--- config.mk ---
export PLATFORM = sky130hd
export DESIGN_NAME = sample_averager_flat
export DESIGN_NICKNAME = d
export VERILOG_FILES = /design/src/rtl/sample_averager_if.sv /design/src/rtl/sample_averager.sv /design/src/flat_wrapper.sv
export SDC_FILE = /design/constraint.sdc
export NUM_CORES = 1
export LEC_CHECK = 0
export BUFFER_PORTS_ARGS = -buffer_cell sky130_fd_sc_hd__buf_2
export CAP_MARGIN = 20
export CORE_MARGIN = 2
export CORE_UTILIZATION = 51
export CTS_BUF_LIST = sky130_fd_sc_hd__clkbuf_4 sky130_fd_sc_hd__clkbuf_8
export DETAILED_ROUTE_END_ITERATION = 7
export PLACE_DENSITY = 0.79
export SYNTH_ARGS = -nofsm -noshare
export SYNTH_HDL_FRONTEND = slang
export SYNTH_SLANG_ARGS = --single-unit
--- constraint.sdc ---
create_clock -name clk -period 6.31 [get_ports clk]
set_input_delay 0.631 -clock clk [delete_from_list [all_inputs] [get_ports clk]]
set_output_delay 0.631 -clock clk [all_outputs]
set_load 0.005 [all_outputs]
--- src/rtl/sample_averager_if.sv ---
// Bundle between the sample averager, its upstream sample buffer and the downstream consumer.
// The slave modport is the averager's view; master is the environment's view.
interface sample_averager_if #(
  parameter int DATA_WIDTH = 12,
  parameter int LOG2_N     = 3
);
  logic [DATA_WIDTH-1:0] fifo_data;
  logic                  fifo_empty;
  logic                  fifo_rd;
  logic [DATA_WIDTH-1:0] avg_out;
  logic                  avg_valid;
  logic                  avg_ready;
  logic [LOG2_N-1:0]     sample_cnt;

  modport master (
    output fifo_data, fifo_empty, avg_ready,
    input  fifo_rd, avg_out, avg_valid, sample_cnt
  );

  modport slave (
    input  fifo_data, fifo_empty, avg_ready,
    output fifo_rd, avg_out, avg_valid, sample_cnt
  );
endinterface

--- src/rtl/sample_averager.sv ---
// Decimate-by-2^LOG2_N stage: pops samples from the buffer, sums a block and emits the
// truncated block mean on a valid/ready port.
module sample_averager #(
  parameter int DATA_WIDTH = 12,
  parameter int LOG2_N     = 3
) (
  input  logic               clk,
  input  logic               rst,
  sample_averager_if.slave   bus
);
  localparam int ACC_W = DATA_WIDTH + LOG2_N;
  localparam logic [LOG2_N-1:0] LAST_IDX = {LOG2_N{1'b1}};

  typedef enum logic [1:0] {FETCH, WAIT, DONE} state_t;

  state_t                state;
  state_t                state_nxt;
  logic [ACC_W-1:0]      acc;
  logic [ACC_W-1:0]      sum;
  logic [LOG2_N-1:0]     cnt;
  logic [DATA_WIDTH-1:0] avg;
  logic                  vld;
  logic                  rd;
  logic                  last;

  function automatic logic [DATA_WIDTH-1:0] mean_trunc(input logic [ACC_W-1:0] total);
    return total[ACC_W-1:LOG2_N];
  endfunction

  assign sum  = acc + ACC_W'(bus.fifo_data);
  assign last = (cnt == LAST_IDX);

  always_comb begin
    state_nxt = state;
    rd        = 1'b0;
    case (state)
      FETCH: begin
        rd = !bus.fifo_empty && !rst;
        if (!bus.fifo_empty) state_nxt = WAIT;
      end
      WAIT:    state_nxt = last ? DONE : FETCH;
      DONE:    if (vld && bus.avg_ready) state_nxt = FETCH;
      default: state_nxt = FETCH;
    endcase
  end

  // Data requested in FETCH is on fifo_data during WAIT; capture it at the end of WAIT
  always_ff @(posedge clk or posedge rst) begin
    if (rst) begin
      state <= FETCH;
      acc   <= '0;
      cnt   <= '0;
      avg   <= '0;
      vld   <= 1'b0;
    end else begin
      state <= state_nxt;
      if (state == WAIT) begin
        cnt <= cnt + 1'b1;
        if (last) begin
          acc <= '0;
          avg <= mean_trunc(sum);
          vld <= 1'b1;
        end else begin
          acc <= sum;
        end
      end
      if (state == DONE && vld && bus.avg_ready) vld <= 1'b0;
    end
  end

  assign bus.fifo_rd    = rd;
  assign bus.avg_out    = avg;
  assign bus.avg_valid  = vld;
  assign bus.sample_cnt = cnt;
endmodule

--- src/flat_wrapper.sv ---
// flat-port wrapper written by rule: the top's interface ports become plain ports
module sample_averager_flat 
#(
  parameter int DATA_WIDTH = 12,
  parameter int LOG2_N     = 3
)
  (clk, rst, bus_fifo_data, bus_fifo_empty, bus_avg_ready, bus_fifo_rd, bus_avg_out, bus_avg_valid, bus_sample_cnt);
  sample_averager_if #(.DATA_WIDTH(DATA_WIDTH), .LOG2_N(LOG2_N)) bus_i ();
  input  logic clk;
  input  logic rst;
  input wire logic [$bits(bus_i.fifo_data)-1:0] bus_fifo_data;
  input wire logic [$bits(bus_i.fifo_empty)-1:0] bus_fifo_empty;
  input wire logic [$bits(bus_i.avg_ready)-1:0] bus_avg_ready;
  output wire logic [$bits(bus_i.fifo_rd)-1:0] bus_fifo_rd;
  output wire logic [$bits(bus_i.avg_out)-1:0] bus_avg_out;
  output wire logic [$bits(bus_i.avg_valid)-1:0] bus_avg_valid;
  output wire logic [$bits(bus_i.sample_cnt)-1:0] bus_sample_cnt;
  assign bus_i.fifo_data = bus_fifo_data;
  assign bus_i.fifo_empty = bus_fifo_empty;
  assign bus_i.avg_ready = bus_avg_ready;
  assign bus_fifo_rd = bus_i.fifo_rd;
  assign bus_avg_out = bus_i.avg_out;
  assign bus_avg_valid = bus_i.avg_valid;
  assign bus_sample_cnt = bus_i.sample_cnt;
  sample_averager #(.DATA_WIDTH(DATA_WIDTH), .LOG2_N(LOG2_N)) u_core (.clk(clk), .rst(rst), .bus(bus_i));
endmodule
# Word-level counts from Yosys, hierarchy flattened
# Cells that the tools add are included.
# word_totals
ramBits	0
inputBits	16
n_memories	0
output_inout_bits	17
latch_bits	0
wordCells	33
ff_bits	33
romBits	0
# classes
n_eq_ne	5
n_reduce_logical	12
n_shift	0
magnitude_cmp	0
n_bitwise	0
mux	9
addsub	2
n_mul	0
div_mod_pow	0
# ops
cell	count
$add A15 B12 Y15	1
$mux W15	1
$mux W2	3
$pmux W2 S3	1
$reduce_and A2 Y1	3
$logic_and A1 B1 Y1	4
$mux W1	4
$reduce_bool A2 Y1	2
$add A3 B1 Y3 const B	1
$eq A3 B3 Y1 const B	1
$eq A2 B1 Y1 const B	1
$eq A2 B2 Y1 const B	1
$logic_not A1 Y1	2
$logic_not A2 Y1	1
$ne A2 B1 Y1 const B	1
$ne A2 B2 Y1 const B	1

# Longest topological paths before layout
# depth
ltp_word	5
depth_mapped	7
depth_no_buf	7

# Worst setup path after synthesis
# OpenSTA, ideal clock, no wires.
# synth_path
path_type	input port to flip-flop
from	in bus_fifo_data[0]
to	reg u_core.avg[7], in the netlist u_core.bus.avg_out[7]
n_path_buf	0
t_arrival_ns	2.348
cell_stages	7
required_ns	6.185
setup_ns	0.125
path_slack_ns	3.837
cell_sequence	ha_1 -> fa_1 -> a21o_1 -> a221oi_2 -> o21bai_1 -> xor2_1 -> mux2_2
# synth_between
elab_chain_len	1
# synth_rtl
item	line_no	source
from (decl)	flat_wrapper.sv:11	input wire logic [$bits(bus_i.fifo_data)-1:0] bus_fifo_data;
$add A15 B12 Y15	sample_averager.sv:30	assign sum = acc + ACC_W'(bus.fifo_data);
to (signal assigned)	sample_averager.sv:61	avg <= mean_trunc(sum);
to (decl)	sample_averager.sv:21	logic [DATA_WIDTH-1:0] avg;
# No other way between the ends.
# A chain may end at the register's enable or synchronous reset.

# Worst setup path in the final report
# layout_path
from	reg u_core.state[1]
to	reg u_core.avg[8], in the netlist u_core.bus.avg_out[8]
# layout_between
elab_chain_len	2
# layout_rtl
item	line_no	source
from (decl)	sample_averager.sv:16	state_t state;
from (signal assigned)	sample_averager.sv:56	state <= state_nxt;
$eq A2 B1 Y1	sample_averager.sv:57	if (state == WAIT) begin
$reduce_and A2 Y1 (no source line)	--	
# No other way between the ends.

==> impl_results.md <==
* Status: finished, final reports clean
* Commonest cells in the netlist: sky130_fd_sc_hd__dfrtp_1, sky130_fd_sc_hd__nand2_1, sky130_fd_sc_hd__ha_1
* Number of design-rule violations left by the first detailed-router iteration at 50
* Dpl cells at 266
* Final critical delay including setup and external delays at 2530 ps
* Required time of the worst setup path at about 6500 ps
* Fraction of post-synthesis cell area in the top cell type by area at between 40% and 50%
* Grt ovf at 0
* Total clock buffers created by CTS at 5
* Yosys top cell by area: sky130_fd_sc_hd__dfrtp_1
* Final Cycle Share at 40.1%
* Final Hold Fails at 0
* Util after Layout at 61.6%
* Part of the Yosys area used for sequential elements at 42.9%
* Setup TNS at 0 ps
* Highest clock rate at 0.395 GHz
* Number of distinct library cell variants in the gate-level netlist after synthesis at 43
* Count of input and output buffers at 32
* Post-cts resize count at 0
* Startpoint type of the worst setup path: flop
* Depth of the worst register-to-register path at 3
* Maximum number of buffers from clock root to sink at 2
* Count leader, synth: sky130_fd_sc_hd__dfrtp_1
* Maximum fanout along the worst path at 24
* Post-route worst hold slack at ~420 ps
* Count of state elements after synthesis at 33
* Kind of capture point of the worst setup path: flop
* Number of enable-type register cells in the synthesized netlist at 0
* Last weighted congestion value of the routability-driven placer at 0.833
* Post-route ant nets at 0
* Largest net degree at the start of global routing at 34
* Sum of internal, switching and leakage power at 1.16 mW
* Number of violations of the max-capacitance limit at 0
* Fraction of registers with async set/reset at 100%
* Routed via count divided by cell count at about 5.6
* Worst hold path type: input pin to asynchronous set/reset pin
* Iteration count of the initial detailed-routing pass at 4
* Global-route wire length before repair at 6770 µm
* Die Ht at 65.4 µm
* Routed WL per cell at about 14 µm
* Initial Util at about 53%
* Die width at 65.4 µm
* Mapped Area at 1930 µm²
* Boundary Pins at 33
* Setup fix buffers added after clock tree synthesis at 0
* Leak Pwr at 1.08 nW
* Total length of routed wires at 3850 µm
* Area of the core at 3630 µm²
* Synthesis-to-finish area growth at 16.2%
* Worst clock skew at 2.00 ps
* Arrival time worst endpoint at 2700 ps
* DIE AREA at between 4000 and 5000 µm²
* Global-route usage over all layers at 21.2%
* Clock network latency to the later pin of the worst-skew pair at 290 ps
* DR vias at 1532
* Via count of the first global-routing pass at 1479
* Cts-stage hold buffer count at 0
* Layout cell share with drive strength beyond 1 at 24.0%
* Setup repair after global routing missed its margin: no
* Clock-pin slew reported for the worst setup and hold paths after clock tree synthesis at 70 ps
* Top area cells in the synthesized netlist: sky130_fd_sc_hd__dfrtp_1, sky130_fd_sc_hd__ha_1, sky130_fd_sc_hd__nand2_1
* Final setup violating endpoints at 0
* DRC viols at 0
* # rows at 22
* Placed wire-length estimate after detailed placement at 2810 µm
* Antenna violations before repair at 0
* Syn. warnings at 0
* Final count of pins violating max slew at 0
* Final-stage net count at 256
* Average cell area after synthesis at a little over 10 µm²
* Count of non-filler cells in the finished layout at 273
* Net count after synthesis at 221
* Number of diodes at 0
* Maximum level of the CTS H-tree at 2
* Total power per unit cell area at 519 nW/µm²
* Worst Max-Slew Pin Slew at approximately 1000 ps
* CTS tree: yes
* Max rail drop VDD at 0.000219 V
* Worst Path Class, Setup: flop to flop
* Slew headroom at a little under a third
* Post-synth top flop: sky130_fd_sc_hd__dfrtp_1
* Buffer cell driving the clock tree root: sky130_fd_sc_hd__clkbuf_8
* Synthesized instance count at 190
* Clock Sink Count at 33
## power breakdown
| part | switching [mW] | internal, mW | total [mW] | leakage (nW) |
|---|---|---|---|---|
| combinational | 0.317 | 0.283 | 0.600 | 0.637 |
| sequential | 0.0609 | 0.309 | 0.370 | 0.392 |
| clock | 0.0767 | 0.115 | 0.191 | 0.0540 |
## per-layer routing
metal | vias to the layer above | share of wire, % | track usage (%)
li1 | 776 | - | -
met1 | 716 | 46 | 27.6
met2 | 33 | 47 | 33.9
met3 | 7 | 5.0 | 6.68
met4 | 0 | 1.6 | 6.25
met5 | - | 0 | 0
## state kept, by name (all words and copies together) (netlist names)
| name | count |
|---|---|
| u_core.bus.avg_out | 12 |
| u_core.acc | 15 |
| u_core.bus.sample_cnt | 3 |
| u_core.state | 2 |
| u_core.bus.avg_valid | 1 |
## worst paths after layout
kind	startpoint	end	slack (ps)
min in group clk	u_core.bus.avg_out[1]	u_core.bus.avg_out[1]	470
max in group asynchronous	rst	u_core.acc[10]	5600
min reg2reg	u_core.bus.avg_out[1]	u_core.bus.avg_out[1]	470
min	rst	u_core.bus.sample_cnt[2]	420
max reg2reg	u_core.state[1]	u_core.bus.avg_out[8]	3780
max	u_core.state[1]	u_core.bus.avg_out[8]	3780
## cells in the final DEF, fill, tap and decap left out, types with 2 or more instances in the layout
cell type,netlist,layout
sky130_fd_sc_hd__dfrtp_1,33,33
sky130_fd_sc_hd__buf_2,0,32
sky130_fd_sc_hd__nand2_1,27,27
sky130_fd_sc_hd__ha_1,14,14
sky130_fd_sc_hd__o21ai_0,10,10
sky130_fd_sc_hd__a22o_1,9,9
sky130_fd_sc_hd__nor2_1,7,7
sky130_fd_sc_hd__xnor2_1,6,6
sky130_fd_sc_hd__a21oi_1,6,6
sky130_fd_sc_hd__mux2_2,6,6
sky130_fd_sc_hd__inv_1,5,5
sky130_fd_sc_hd__a21o_1,5,5
sky130_fd_sc_hd__or3_1,5,5
sky130_fd_sc_hd__nor3_1,5,5
sky130_fd_sc_hd__clkbuf_8,0,5
sky130_fd_sc_hd__o21ai_1,4,4
sky130_fd_sc_hd__o31ai_1,3,3
sky130_fd_sc_hd__a211o_1,3,3
sky130_fd_sc_hd__or4_1,3,3
sky130_fd_sc_hd__nand2b_1,2,2
sky130_fd_sc_hd__and3_1,2,2
sky130_fd_sc_hd__a221oi_2,2,2
sky130_fd_sc_hd__o21a_1,2,2
sky130_fd_sc_hd__xor2_1,2,2
sky130_fd_sc_hd__nand3_1,2,2
sky130_fd_sc_hd__and2_1,2,2
sky130_fd_sc_hd__nor4_1,2,2
sky130_fd_sc_hd__a31oi_1,2,2
## layout make-up
cell class,count,area [µm²]
clock buffer,5,68.8
timing repair buffer,33,168
sequential,33,826
tap,48,60.1
clock inverter,2,35.0
fill,340,1400
multi-input combinational,147,1060
inverter,5,18.8
## worst max-delay path: stages (launching register included)
cell and delay (ps):
sky130_fd_sc_hd__dfrtp_1 410, sky130_fd_sc_hd__nand2b_1 590, sky130_fd_sc_hd__nor2_1 990, sky130_fd_sc_hd__mux2_2 410
## logic make-up after synthesis
| logic type | count (synthesis) | synth area share [%] |
|---|---|---|
| buf+inv | 10 | 1.95 |
| xor+xnor | 8 | 3.64 |
| flops | 33 | 42.9 |
| simple gates | 60 | 14.8 |
| fa+ha+maj | 15 | 10.1 |
| compound gates | 58 | 23.1 |
| mux | 6 | 3.51 |
## metrics by stage
stage	instance area (µm²)	setup slack (ps)
floorplan	1930	3840
global placement	2130	3610
detailed placement	2130	3600
CTS	2240	3770
global route	2240	3570
finish	2240	3780
No activity file was read; power rests on OpenSTA's default activity.
